===== src/rtl/keypad_pkg.sv =====
// Shared types and the key layout for the hex keypad scanner and its
// debounce/writer logic.
package keypad_pkg;

  typedef enum logic [1:0] {
    IDLE = 2'd0,
    CAND = 2'd1,
    HELD = 2'd2
  } fsm_state_e;

  typedef enum logic [1:0] {
    NONE  = 2'd0,
    ONE   = 2'd1,
    MULTI = 2'd2
  } scan_class_e;

  // Indexed [row][col]; leftmost entry is row 0, column 0.
  localparam logic [0:3][0:3][3:0] KEYMAP = {
    4'h1, 4'h2, 4'h3, 4'hA,
    4'h4, 4'h5, 4'h6, 4'hB,
    4'h7, 4'h8, 4'h9, 4'hC,
    4'h0, 4'hF, 4'hE, 4'hD
  };

endpackage


===== src/rtl/hex_keypad_writer_if.sv =====
// Digit-write port shared with the seven-segment display block: one-cycle
// write strobe plus hex value and digit index.
interface hex_keypad_writer_if;

  logic       write;
  logic [3:0] num;
  logic [2:0] sel;

  modport master (output write, output num, output sel);
  modport slave  (input  write, input  num, input  sel);

endinterface


===== src/rtl/keypad_col_scan.sv =====
// Column scanner: synchronizes rows, walks the active-low column ring and
// classifies every full 4-column scan as NONE, ONE(code) or MULTI.
module keypad_col_scan
  import keypad_pkg::*;
#(
  parameter int SCAN_DIV = 65536
) (
  input  logic        clk,
  input  logic        reset_n,
  input  logic [3:0]  row,
  output logic [3:0]  col,
  output logic        scan_done,
  output scan_class_e scan_class,
  output logic [3:0]  code
);

  localparam int               DIV_W    = $clog2(SCAN_DIV);
  localparam logic [DIV_W-1:0] DIV_LAST = DIV_W'(SCAN_DIV - 1);

  logic [3:0]       row_meta_r;
  logic [3:0]       row_sync_r;
  logic [3:0]       col_r;
  logic [DIV_W-1:0] div_r;
  logic [1:0]       col_idx_r;
  logic [1:0]       acc_hits_r;
  logic [3:0]       acc_code_r;
  logic             slot_end_s;
  logic [3:0]       row_low_s;
  logic [2:0]       slot_hits_s;
  logic [2:0]       sum_s;
  logic [1:0]       total_s;
  logic [1:0]       slot_row_s;
  logic [3:0]       merged_code_s;

  assign slot_end_s  = (div_r == DIV_LAST);
  assign row_low_s   = ~row_sync_r;
  assign slot_hits_s = 3'(row_low_s[0]) + 3'(row_low_s[1]) + 3'(row_low_s[2]) + 3'(row_low_s[3]);
  assign sum_s       = {1'b0, acc_hits_r} + slot_hits_s;
  // Hit count saturates at 2: anything beyond that is simply MULTI.
  assign total_s       = (sum_s > 3'd2) ? 2'd2 : sum_s[1:0];
  assign merged_code_s = (acc_hits_r == 2'd0) ? KEYMAP[slot_row_s][col_idx_r] : acc_code_r;

  assign col       = col_r;
  assign scan_done = slot_end_s && (col_idx_r == 2'd3);
  assign code      = merged_code_s;

  // Row index of the low row in the current slot (only meaningful for one hit).
  always_comb begin
    slot_row_s = 2'd0;
    if (row_low_s[0]) begin
      slot_row_s = 2'd0;
    end else if (row_low_s[1]) begin
      slot_row_s = 2'd1;
    end else if (row_low_s[2]) begin
      slot_row_s = 2'd2;
    end else if (row_low_s[3]) begin
      slot_row_s = 2'd3;
    end else begin
      slot_row_s = 2'd0;
    end
  end

  // Scan classification from accumulated plus current-slot hits.
  always_comb begin
    case (total_s)
      2'd0:    scan_class = NONE;
      2'd1:    scan_class = ONE;
      default: scan_class = MULTI;
    endcase
  end

  // Two-flop synchronizer for the asynchronous row inputs.
  always_ff @(posedge clk or negedge reset_n) begin
    if (!reset_n) begin
      row_meta_r <= 4'hF;
      row_sync_r <= 4'hF;
    end else begin
      row_meta_r <= row;
      row_sync_r <= row_meta_r;
    end
  end

  // Slot divider, column ring and per-scan hit accumulation.
  always_ff @(posedge clk or negedge reset_n) begin
    if (!reset_n) begin
      div_r      <= '0;
      col_idx_r  <= 2'd0;
      col_r      <= 4'b1110;
      acc_hits_r <= 2'd0;
      acc_code_r <= 4'd0;
    end else if (slot_end_s) begin
      div_r     <= '0;
      col_idx_r <= col_idx_r + 2'd1;
      col_r     <= {col_r[2:0], col_r[3]};
      if (col_idx_r == 2'd3) begin
        acc_hits_r <= 2'd0;
        acc_code_r <= 4'd0;
      end else begin
        acc_hits_r <= total_s;
        acc_code_r <= merged_code_s;
      end
    end else begin
      div_r <= div_r + DIV_W'(1);
    end
  end

endmodule


===== src/rtl/hex_keypad_writer.sv =====
// Hex keypad to display-digit writer: debounces scanned presses and emits one
// {write,num,sel} per press with an auto-advancing cursor. KEYPAD_REPEAT_EN adds auto-repeat.
module hex_keypad_writer
  import keypad_pkg::*;
#(
  parameter int SCAN_DIV       = 65536,
  parameter int DEBOUNCE_SCANS = 4,
  parameter int REPEAT_SCANS   = 32
) (
  input  logic                 clk,
  input  logic                 reset_n,
  input  logic [3:0]           row,
  output logic [3:0]           col,
  hex_keypad_writer_if.master  disp
);

  localparam logic [3:0] DEB_LAST = 4'(DEBOUNCE_SCANS);

  if (SCAN_DIV < 4 || DEBOUNCE_SCANS < 1 || DEBOUNCE_SCANS > 15 || REPEAT_SCANS < 1) begin : g_param_check
    $error("hex_keypad_writer: parameter out of range");
  end

  logic        scan_done_s;
  scan_class_e scan_class_s;
  logic [3:0]  code_s;
  fsm_state_e  state_r;
  logic [3:0]  cand_r;
  logic [3:0]  cnt_r;
  logic [3:0]  cnt_inc_s;
  logic [2:0]  cursor_r;
  logic        write_r;
  logic [3:0]  num_r;
  logic [2:0]  sel_r;
  logic        one_cand_s;

`ifdef KEYPAD_REPEAT_EN
  localparam int               REP_W    = $clog2(REPEAT_SCANS + 1);
  localparam logic [REP_W-1:0] REP_LAST = REP_W'(REPEAT_SCANS);
  logic [REP_W-1:0] rep_r;
  logic [REP_W-1:0] rep_inc_s;
  assign rep_inc_s = rep_r + REP_W'(1);
`endif

  keypad_col_scan #(
    .SCAN_DIV (SCAN_DIV)
  ) u_col_scan (
    .clk        (clk),
    .reset_n    (reset_n),
    .row        (row),
    .col        (col),
    .scan_done  (scan_done_s),
    .scan_class (scan_class_s),
    .code       (code_s)
  );

  assign cnt_inc_s  = cnt_r + 4'd1;
  assign one_cand_s = (scan_class_s == ONE) && (code_s == cand_r);

  assign disp.write = write_r;
  assign disp.num   = num_r;
  assign disp.sel   = sel_r;

  // Debounce FSM, cursor and output registers; write is a one-cycle pulse.
  always_ff @(posedge clk or negedge reset_n) begin
    if (!reset_n) begin
      state_r  <= IDLE;
      cand_r   <= 4'd0;
      cnt_r    <= 4'd0;
      cursor_r <= 3'd0;
      write_r  <= 1'b0;
      num_r    <= 4'd0;
      sel_r    <= 3'd0;
`ifdef KEYPAD_REPEAT_EN
      rep_r    <= '0;
`endif
    end else begin
      write_r <= 1'b0;
      if (scan_done_s) begin
        case (state_r)
          IDLE: begin
            if (scan_class_s == ONE) begin
              cand_r <= code_s;
              if (DEB_LAST == 4'd1) begin
                state_r  <= HELD;
                cnt_r    <= 4'd0;
                write_r  <= 1'b1;
                num_r    <= code_s;
                sel_r    <= cursor_r;
                cursor_r <= cursor_r + 3'd1;
`ifdef KEYPAD_REPEAT_EN
                rep_r    <= '0;
`endif
              end else begin
                state_r <= CAND;
                cnt_r   <= 4'd1;
              end
            end
          end
          CAND: begin
            if (one_cand_s) begin
              if (cnt_inc_s == DEB_LAST) begin
                state_r  <= HELD;
                cnt_r    <= 4'd0;
                write_r  <= 1'b1;
                num_r    <= cand_r;
                sel_r    <= cursor_r;
                cursor_r <= cursor_r + 3'd1;
`ifdef KEYPAD_REPEAT_EN
                rep_r    <= '0;
`endif
              end else begin
                cnt_r <= cnt_inc_s;
              end
            end else begin
              state_r <= IDLE;
              cnt_r   <= 4'd0;
            end
          end
          HELD: begin
            // Any key still down restarts the release count.
            if (scan_class_s == NONE) begin
              if (cnt_inc_s == DEB_LAST) begin
                state_r <= IDLE;
                cnt_r   <= 4'd0;
              end else begin
                cnt_r <= cnt_inc_s;
              end
            end else begin
              cnt_r <= 4'd0;
            end
`ifdef KEYPAD_REPEAT_EN
            if (one_cand_s) begin
              if (rep_inc_s == REP_LAST) begin
                rep_r    <= '0;
                write_r  <= 1'b1;
                num_r    <= cand_r;
                sel_r    <= cursor_r;
                cursor_r <= cursor_r + 3'd1;
              end else begin
                rep_r <= rep_inc_s;
              end
            end else begin
              rep_r <= '0;
            end
`endif
          end
          default: begin
            state_r <= IDLE;
            cnt_r   <= 4'd0;
          end
        endcase
      end
    end
  end

endmodule


===== src/flat_wrapper.sv =====
// flat-port wrapper written by rule: the top's interface ports become plain ports
module hex_keypad_writer_flat import keypad_pkg::*;
#(
  parameter int SCAN_DIV       = 65536,
  parameter int DEBOUNCE_SCANS = 4,
  parameter int REPEAT_SCANS   = 32
)
  (clk, reset_n, row, col, disp_write, disp_num, disp_sel);
  hex_keypad_writer_if disp_i ();
  input  logic clk;
  input  logic reset_n;
  input  logic [3:0] row;
  output logic [3:0] col;
  output wire logic [$bits(disp_i.write)-1:0] disp_write;
  output wire logic [$bits(disp_i.num)-1:0] disp_num;
  output wire logic [$bits(disp_i.sel)-1:0] disp_sel;
  assign disp_write = disp_i.write;
  assign disp_num = disp_i.num;
  assign disp_sel = disp_i.sel;
  hex_keypad_writer #(.SCAN_DIV(SCAN_DIV), .DEBOUNCE_SCANS(DEBOUNCE_SCANS), .REPEAT_SCANS(REPEAT_SCANS)) u_core (.clk(clk), .reset_n(reset_n), .row(row), .col(col), .disp(disp_i));
endmodule

===== config.mk =====
export PLATFORM = sky130hd
export DESIGN_NAME = hex_keypad_writer_flat
export DESIGN_NICKNAME = d
export VERILOG_FILES = /design/src/rtl/keypad_pkg.sv /design/src/rtl/hex_keypad_writer_if.sv /design/src/rtl/keypad_col_scan.sv /design/src/rtl/hex_keypad_writer.sv /design/src/flat_wrapper.sv
export SDC_FILE = /design/constraint.sdc
export NUM_CORES = 1
export LEC_CHECK = 0
export CAP_MARGIN = 30
export CORE_UTILIZATION = 60
export CTS_CLUSTER_SIZE = 25
export DETAILED_ROUTE_END_ITERATION = 12
export GPL_ROUTABILITY_DRIVEN = 0
export PLACE_DENSITY_LB_ADDON = 0.15
export SETUP_SLACK_MARGIN = 0.5
export SLEW_MARGIN = 0
export SYNTH_ARGS = -nofsm -noshare
export SYNTH_HDL_FRONTEND = slang
export SYNTH_HIERARCHICAL = 1
export SYNTH_SLANG_ARGS = --single-unit

===== constraint.sdc =====
create_clock -name clk -period 6 [get_ports clk]
set_input_delay 1.2 -clock clk [delete_from_list [all_inputs] [get_ports clk]]
set_output_delay 1.2 -clock clk [all_outputs]
set_load 0.02 [all_outputs]

==> parameters.txt <==
Parameter                              Value

Synth
  Mean area per synthesized cell ... approximately 11 sq um
  Number of distinct library cells after synthesis ... 52
  Dominant register cell in the synthesized netlist ... sky130_fd_sc_hd__dfrtp_1
  Cell type with the highest aggregate area in the netlist ... sky130_fd_sc_hd__dfrtp_1
  Cell types with the largest area share after synthesis ... sky130_fd_sc_hd__dfrtp_1 41%, sky130_fd_sc_hd__dfstp_2 10%, sky130_fd_sc_hd__xnor2_1 5.0%
  Number of enable flip-flop cells after synthesis ... 0
  Yosys warning total ... 6
  Combined area of all synthesized cells ... approximately 2800 sq um
  Sequential fraction of the synthesis area ... about half
  Number of cells produced by synthesis ... 258
  #FFs+latches synth ... 57
  Top cell type's share of synthesized area ... 41.0%
  Net Count, Synth ... between 200 and 300
  Async set-reset flop share out of synthesis ... 100%

Detailed routing
  Number of violations reported at the end of detailed-routing iteration 0 ... between 100 and 150
  Wirelength per Cell ... around 15 microns
  DRC errors left ... 0
  Number of vias per cell after detailed routing ... around 5.6
  Routed vias ... about 1900
  Detailed-route wire length ... 4.99 mm
  Post-DRT Antenna Nets ... 0
  Pre-Repair DR Iteration Count ... 4

Timing
  Total count of hold-check failures in the final report ... 0
  Maximum clock frequency ... 269 MHz
  Setup Skew ... ~0.0082 ns
  Setup slack of the critical path after layout ... roughly 2.3 ns
  # setup viols final ... 0
  Total negative slack ... 0 ns
  Hold slack final ... 0.355 ns
  Tightest Pin Transition ... between 0.8 and 0.9 ns
  Shortest clock period the worst path allows after layout ... approximately 3.7 ns
  Number of pins with negative max-slew slack in the final report ... 0
  Post-route clock period utilization ... about 62%
  Worst relative slew slack ... around 43%
  RSZ-0062 raised after global routing ... no

Clock tree
  Source-to-sink clock delay at the later pin of the worst-skew pair ... around 0.33 ns
  Clock tree buffer depth ... 2
  Post-CTS sizing ... 0
  Buffers inserted during post-CTS setup optimization ... 0
  TritonCTS sink count ... 57
  CTS tree ... yes
  CTS root buf ... sky130_fd_sc_hd__clkbuf_8
  Total CTS buffers ... 9
  Number of H-tree levels ... 3
  Clock transition at the register clock pins on the worst setup and hold paths after CTS ... 0.07 ns
  # hold bufs at CTS ... 0

Final layout
  Fraction of layout cells with a size suffix above 1 ... 19.5%
  Final instance area ... about 3200 sq um
  Area grow syn2layout ... 14.4%
  Number of nets in the finished design ... a little under 300
  Diode insertion count for antenna repair ... 0

Critical path
  Req. time, crit path ... roughly 6.2 ns
  Flop-to-flop setup slack ... between 2 and 2.5 ns
  Crit path max fanout ... 10
  Crit start category ... register
  Critical path class ... reg2reg
  Arrival @ worst endpoint ... around 3.9 ns
  Kind of capture point of the worst setup path ... register

Floorplan
  Die Outline Area ... approximately 5000 sq um
  Effective utilization at floorplan ... 63.5%
  Standard-cell row count ... 24
  Die Ht ... about 70 microns
  Core outline area ... roughly 4400 sq um
  Die X-Extent ... roughly 70 microns
  Number of top-level pins ... 18

Placement
  Count of input and output buffers ... 17
  Cell area after placement ... between 3000 and 4000 sq um
  Half-perimeter wire length after detailed placement ... about 3.4 mm
  Setup Slack @ Placement ... roughly 2.3 ns

Global routing
  Antenna violations before repair ... 0
  Congestion Overflow GR ... 0
  Gr usage total ... between 20% and 30%
  First-pass GRT wire length ... just under 9 mm
  Via count of the first global-routing pass ... approximately 1900
  Maximum number of pins on one net before global-route repair ... 58

Status
  Outcome ... finished, final reports clean

Power and ir drop
  Lkg Pwr ... 1.49 nW
  Power Density ... about 240 nW/um^2
  VDD IR max ... 0.000189 V
  Final Total Pwr ... 0.784 mW

Hold path
  Hold Path Class ... reg2reg

Job
  Number of maximum-capacitance violations ... 0
[placed cells by master, fill, tap and decap left out, types with 4 or more instances in the layout]
master	instances
sky130_fd_sc_hd__a21oi_1	7
sky130_fd_sc_hd__clkbuf_8	10
sky130_fd_sc_hd__clkdlybuf4s50_1	16
sky130_fd_sc_hd__dfrtp_1	46
sky130_fd_sc_hd__dfstp_2	11
sky130_fd_sc_hd__ha_1	7
sky130_fd_sc_hd__inv_1	16
sky130_fd_sc_hd__mux2_2	12
sky130_fd_sc_hd__nand2_1	36
sky130_fd_sc_hd__nand2b_1	4
sky130_fd_sc_hd__nand3_1	11
sky130_fd_sc_hd__nor2_1	21
sky130_fd_sc_hd__o21ai_0	7
sky130_fd_sc_hd__xnor2_1	16
sky130_fd_sc_hd__xor2_1	4
[logic make-up (layout without fill, tap and decap cells)]
family / Yosys count / after routing / share of synthesized area [%]
XOR/XNOR: 21 / 21 / 6.82
AO/OA/AOI/OAI: 33 / 33 / 8.43
adder cells (fa/ha/maj): 11 / 11 / 5.62
AND/OR/NAND/NOR: 101 / 101 / 18.7
buffers and inverters: 21 / 50 / 3.52
multiplexers: 14 / 14 / 5.53
flip-flops: 57 / 57 / 51.3
[final timing paths]
kind | cells past startpoint | start | endpoint
min in group asynchronous | 2 | reset_n | u_core/u_col_scan/acc_hits_r[1]
worst min register to register | 0 | u_core/u_col_scan/row_meta_r[3] | u_core/u_col_scan/row_sync_r[3]
worst min-delay path | 0 | u_core/u_col_scan/row_meta_r[3] | u_core/u_col_scan/row_sync_r[3]
worst max-delay path | 11 | u_core/u_col_scan/acc_hits_r[0] | u_core/disp.num[2]
worst max register to register | 11 | u_core/u_col_scan/acc_hits_r[0] | u_core/disp.num[2]
max in group asynchronous | 2 | reset_n | u_core/disp.num[1]
[cell type report]
class                           count  area, sq um
Sequential cell                    57         1440
Multi-Input combinational cell    180         1270
Fill cell                         321         1200
Timing Repair Buffer               18          173
Clock buffer                       10          138
Clock inverter                      6         67.6
Tap cell                           52         65.1
Inverter                           16         60.1
[synth_stat cells (all sizes together), types with 2 or more instances]
master / n
and2: 3
nand2b: 4
a31o: 2
dfstp: 11
nand2: 36
xor2: 4
o21ai: 10
a31oi: 2
nor2: 21
buf: 4
nor4: 3
a21oi: 8
xnor2: 17
mux2i: 2
nand4: 5
ha: 7
a211oi: 2
nor3: 4
or3: 3
o31ai: 2
fa: 3
and3: 3
nand3: 11
inv: 16
mux2: 12
dfrtp: 46
and2b: 2
[state kept, by name, indices dropped and copies added, names as in the netlist]
name / count
u_core/disp.sel: 3
u_core/u_col_scan/col_idx_r: 2
u_core/u_col_scan/acc_hits_r: 2
u_core/cand_r: 4
u_core/u_col_scan/col: 4
u_core/u_col_scan/row_sync_r: 4
u_core/disp.num: 4
u_core/disp.write: 1
u_core/u_col_scan/acc_code_r: 4
u_core/cnt_r: 4
u_core/u_col_scan/row_meta_r: 4
u_core/u_col_scan/div_r: 16
u_core/cursor_r: 3
u_core/state_r: 2
[power breakdown]
part	switching, mW	internal, mW	total, mW
clock network	0.156	0.203	0.359
logic	0.0223	0.0117	0.0340
registers	0.00169	0.389	0.391
[metal layers]
metal | wire [microns] | vias up | track usage (%)
met5 | 0 | - | 0
met4 | 40 | 0 | 7.33
met3 | 224 | 5 | 7.79
met2 | 2460 | 35 | 38.8
met1 | 2270 | 913 | 27.8
li1 | - | 933 | -
[critical path: stages, from the launching register on]
cell	delay, ns
sky130_fd_sc_hd__dfrtp_1	0.37
sky130_fd_sc_hd__inv_1	0.07
sky130_fd_sc_hd__fa_1	0.49
sky130_fd_sc_hd__inv_1	0.05
sky130_fd_sc_hd__fa_1	0.40
sky130_fd_sc_hd__fa_1	0.43
sky130_fd_sc_hd__nor2_1	0.20
sky130_fd_sc_hd__and2_1	0.24
sky130_fd_sc_hd__and2b_1	0.18
sky130_fd_sc_hd__nand4b_1	0.21
sky130_fd_sc_hd__nor4_4	0.54
sky130_fd_sc_hd__mux2_2	0.41
[through the flow]
stage / util (%) / std cells
after floorplan: - / 258
after global placement: 68.1 / 323
after detailed placement: 68.1 / 323
after CTS: 72.7 / 339
after global routing: 72.7 / 339
final: 72.7 / 339
Note: power is estimated with default switching activity, not from simulation.
